`src/rtl/u_bam_dot_accumulator.sv`:
```
// u_bam_dot_accumulator: saturating dot-product accumulator for broken-array multiplier products
// Ports:
//   clk          clock, all state updates on the rising edge
//   rst          synchronous active-high reset, discards any partial or pending result
//   in_valid_i   in_prod_i / in_last_i are valid this cycle
//   in_ready_o   block accepts a product this cycle (ACCUM state)
//   in_prod_i    unsigned product from the multiplier
//   in_last_i    this beat closes the current vector
//   out_valid_o  result is held on out_acc_o / out_count_o / out_sat_o (HOLD state)
//   out_ready_i  downstream consumes the result this cycle
//   out_acc_o    accumulated sum, saturated to all-ones
//   out_count_o  number of products in the vector
//   out_sat_o    saturation occurred at least once in the vector
module u_bam_dot_accumulator #(
    parameter int PROD_WIDTH = 16,
    parameter int ACC_WIDTH  = 24,
    parameter int MAX_TERMS  = 256,
    parameter int CNT_WIDTH  = 9
) (
    input  logic                  clk,
    input  logic                  rst,
    input  logic                  in_valid_i,
    output logic                  in_ready_o,
    input  logic [PROD_WIDTH-1:0] in_prod_i,
    input  logic                  in_last_i,
    output logic                  out_valid_o,
    input  logic                  out_ready_i,
    output logic [ACC_WIDTH-1:0]  out_acc_o,
    output logic [CNT_WIDTH-1:0]  out_count_o,
    output logic                  out_sat_o
);
    typedef enum logic {ACCUM, HOLD} state_t;
    state_t                 state_q, state_d;
    logic [ACC_WIDTH-1:0]   acc_q, acc_d;
    logic [CNT_WIDTH-1:0]   cnt_q, cnt_d;
    logic                   sat_q, sat_d;
    // One extra bit catches the carry out that signals saturation.
    logic [ACC_WIDTH:0]     sum;
    logic [CNT_WIDTH-1:0]   cnt_inc;
    assign sum     = {1'b0, acc_q} + (ACC_WIDTH+1)'(in_prod_i);
    assign cnt_inc = cnt_q + 1'b1;
    always_comb begin
        state_d = state_q;
        acc_d   = acc_q;
        cnt_d   = cnt_q;
        sat_d   = sat_q;
        if (state_q == ACCUM) begin
            if (in_valid_i) begin
                acc_d   = sum[ACC_WIDTH] ? '1 : sum[ACC_WIDTH-1:0];
                sat_d   = sat_q | sum[ACC_WIDTH];
                cnt_d   = cnt_inc;
                state_d = (in_last_i || cnt_inc == CNT_WIDTH'(MAX_TERMS)) ? HOLD : ACCUM;
            end
        end else if (out_ready_i) begin
            acc_d   = '0;
            cnt_d   = '0;
            sat_d   = 1'b0;
            state_d = ACCUM;
        end
    end
    always_ff @(posedge clk) begin
        if (rst) begin
            state_q <= ACCUM;
            acc_q   <= '0;
            cnt_q   <= '0;
            sat_q   <= 1'b0;
        end else begin
            state_q <= state_d;
            acc_q   <= acc_d;
            cnt_q   <= cnt_d;
            sat_q   <= sat_d;
        end
    end
    // Handshake flags are pure state decodes; result fields are gated to zero outside HOLD.
    assign in_ready_o  = (state_q == ACCUM);
    assign out_valid_o = (state_q == HOLD);
    assign out_acc_o   = out_valid_o ? acc_q : '0;
    assign out_count_o = out_valid_o ? cnt_q : '0;
    assign out_sat_o   = out_valid_o & sat_q;
endmodule

```
`config.mk`:
```
export PLATFORM = sky130hd
export DESIGN_NAME = u_bam_dot_accumulator
export DESIGN_NICKNAME = d
export VERILOG_FILES = /design/src/rtl/u_bam_dot_accumulator.sv
export SDC_FILE = /design/constraint.sdc
export NUM_CORES = 1
export LEC_CHECK = 0
export ABC_AREA = 1
export CORE_MARGIN = 1.5
export CORE_UTILIZATION = 49
export DETAILED_ROUTE_END_ITERATION = 8
export PLACE_DENSITY = 0.78
export SETUP_SLACK_MARGIN = 0.05
export SYNTH_ARGS = -nofsm -noshare
export SYNTH_HDL_FRONTEND = slang
export SYNTH_SLANG_ARGS = --single-unit
```
`constraint.sdc`:
```
create_clock -name clk -period 2.1 [get_ports clk]
set_input_delay 0.42 -clock clk [delete_from_list [all_inputs] [get_ports clk]]
set_output_delay 0.42 -clock clk [all_outputs]
set_load 0.01 [all_outputs]
```
==> summary.md <==
| Metric | Value |
|---|---|
| Largest stage delay, worst path | 0.51 ns |
| Post-route minimum period | 2.009 ns |
| Syn Area/Cell | 5.652 um2 |
| Final worst path period share | 95.68% |
| Core box area | 6422 um2 |
| Fill count | 537 |
| CTS tree | done |
| Hold Crit Class | reg -> reg |
| Largest net degree at the start of global routing | 34 |
| Crit path DAT | 2.24 ns |
| Residual DRC | 6 |
| Hold Path Origin | acc_q[0] |
| Startpoint Class | input pin |
| Critical Path RT | 2.33 ns |
| Nets | 713 |
| Starting Density | 51.04% |
| WS Path Type | in -> reg |
| Largest cells by area after synthesis | nand2_1 26%, dfxtp_1 21%, inv_1 12% |
| Peak VDD IR | 0.3634 mV |
| Worst Max-Slew Pin Slew | 0.2812 ns |
| Post-synth top flop | dfxtp_1 |
| Critical Path Sink Type | flop |
| First-pass GRT wire length | 16.26 mm |
| Post-synth cell types | 34 |
| Final hold vios | 0 |
| Reg clk slew, reported paths | 0.08 ns |
| FF/Latch Area | 700.7 um2 |
| Root buf cell | clkbuf_8 |
| CTS buffer count | 5 |
| FF+latch count, synth | 35 |
| Pre-CTS setup slack | -0.4048 ns |
| Cell count after synthesis | 580 |
| WP buf/inv | 3 |
| Failing checks | design-rule violations |
| WL final | 10.15 mm |
| Reg-to-reg startpoint | acc_q[0] |
| WP depth | 11 |
| Die Ht | 84.79 um |
| GRT Total Usage | 28.11% |
| Hold_buf cts | 0 |
| Initial antenna violation count | 0 |
| Status | finished, violations left |
| Total Power | 0.002193 W |
| PwrDens | 474.3 nW/um2 |
| FMAX | 0.4977 GHz |
| Post-synth top area cell | nand2_1 |
| Synth top area share | 26.11% |
| Final setup fails | 0 |
| Clk buf depth | 2 |
| Row cnt | 29 |
| Post-synthesis sequential area ratio | 21.37% |
| DIE AREA | 7189 um2 |
| RSZ-0062 raised after global routing | yes |
| Worst Setup SP | in_prod_i[5] |
| Worst-Skew Late Latency | 0.29 ns |
| DRT antenna net count | 0 |
| Commonest cells post-synth | 228 x nand2_1, 105 x inv_1, 36 x a21oi_1, 35 x dfxtp_1, 34 x nor2_1 |
| Via-per-instance ratio | 5.140 |
| First-pass DRT Iterations | 7 |
| Synth Cell Area | 3278 um2 |
| DR WL/cell | 13.51 um |
| # diodes | 0 |
| Maximum level of the CTS H-tree | 2 |
| Most numerous cell in the Yosys netlist | nand2_1 |
| CP Cell Sequence | clkdlybuf4s50_1, ha_4, a21oi_4, o21bai_4, buf_4, buf_4, a21oi_1, nand3_1, nand3_2, nand2_1, a21oi_2 |
| Reported max-cap violation count | 0 |
| Slowest-stage cell, CP | clkdlybuf4s50_1 |
| Worst-path fanout max | 4 |
| Async S/R FF share, synth | 0% |
| Final worst slack | 0.09081 ns |
| Multi-input gate area | 2359 um2 |
| Yosys warnings | 0 |
| Area growth, synth to finish | 41.07% |
| Vias | 3860 |
| Pins over their slew limit | 0 |
| Layout cell share with drive strength beyond 1 | 16.77% |
| Setup TNS | 0 ns |
| I/O Buffers | 56 |
| Worst path top cell family by delay | buffers and inverters |
| LEAKAGE | 2.411 nW |
| Clock sink count | 35 |
| Die X | 84.79 um |
| R2r worst-path depth | 14 |
| Ports | 57 |
| Vias in the first global route | 3629 |
| Top cell by count, worst path | buf_4 |
| WHS Path Cells | 2 |
| Total gr overflow | 0 |
| Slew Limit Headroom | 81.19% |
| Post-synth net total | 620 |
| Number of flops mapped to enable cells by yosys | 0 |
| Clk_skew | 0.006243 ns |
| Hold Slack | 0.4943 ns |
| Routability cong. | 0.9104 |
| Hpwl dp | 7.307 mm |
| DR iter-0 viols | 285 |
## final timing paths
kind | to | slack, ns
worst max-delay path | acc_q[12] | 0.09
worst min-delay path | acc_q[0] | 0.49
worst max register to register | acc_q[12] | 0.17
worst min register to register | acc_q[0] | 0.49
## flip-flops by register name (all words and copies together) (netlist names)
name	cells
acc_q	24
cnt_q	9
out_valid_o	1
sat_q	1
## cells in the final DEF, fill, tap and decap left out, types with 5 or more instances in the layout
cell type and count:
ha_4 13, nor2_4 5, xor2_1 12, inv_1 105
a21oi_2 8, o21ai_0 5, nor2_1 28, dlygate4sd2_1 8
clkbuf_8 5, nand3_2 10, buf_4 40, nand4_1 7
nand2_1 219, nand3_1 32, a21oi_1 33, dfxtp_1 35
nand2_2 11, o21ai_1 10, clkdlybuf4s50_1 44
## kinds of logic (layout without fill, tap and decap cells)
family,after synthesis,in the layout,synth area share [%]
fa+ha+maj,19,19,7.481
xor+xnor,13,13,3.473
compound gates,61,61,10.23
flops,35,35,21.37
buf+inv,124,218,14.62
simple gates,328,328,42.82
## layout make-up
type,count,share of cell area (%)
Inverter,108,8.820
Sequential cell,35,15.15
Clock inverter,1,0.1082
Clock buffer,7,1.650
Multi-Input combinational cell,421,51.00
Tap cell,77,2.083
Timing Repair Buffer,102,21.19
## what timing repair did
action / CTS / global route
endpoints found under the setup margin: 25 / 42
pin swaps: 12 / 6
cloned: 1 / 0
buffers inserted: 2 / 0
gates resized for setup: 34 / 27
## per-layer routing
layer / global-route usage [%] / routed length (um)
met1: 35.30 / 4389
met2: 48.65 / 5004
met3: 4.031 / 547
met4: 10.73 / 208
met5: 0 / 0
## through the flow
stage                     area [um2]  utilization [%]  instances
after global placement          4244            66.08        741
after CTS                       4518            70.35        751
final                           4624            72.00        751
after floorplan                 3281                -        580
after detailed placement        4244            66.08        741
after global routing            4624            72.00        751
## power breakdown
part	internal (W)	total, W	switching (W)
Combinational	0.000444	0.000944	0.000500
Clock	0.000233	0.000485	0.000252
Sequential	0.000706	0.000764	0.0000587
Total	0.00138	0.00219	0.000811
## worst reg2reg max path: stages (launching register included)
cell	delay, ns
dfxtp_1	0.33
ha_2	0.19
fa_2	0.34
nand2_1	0.07
nand2_1	0.06
and2_4	0.14
nand2_2	0.05
nand2_2	0.06
nand2_1	0.07
nand2_2	0.07
inv_4	0.10
buf_16	0.13
nand3_2	0.05
nand2_1	0.10
a21oi_2	0.07
No activity file was read; power rests on OpenSTA's default activity.
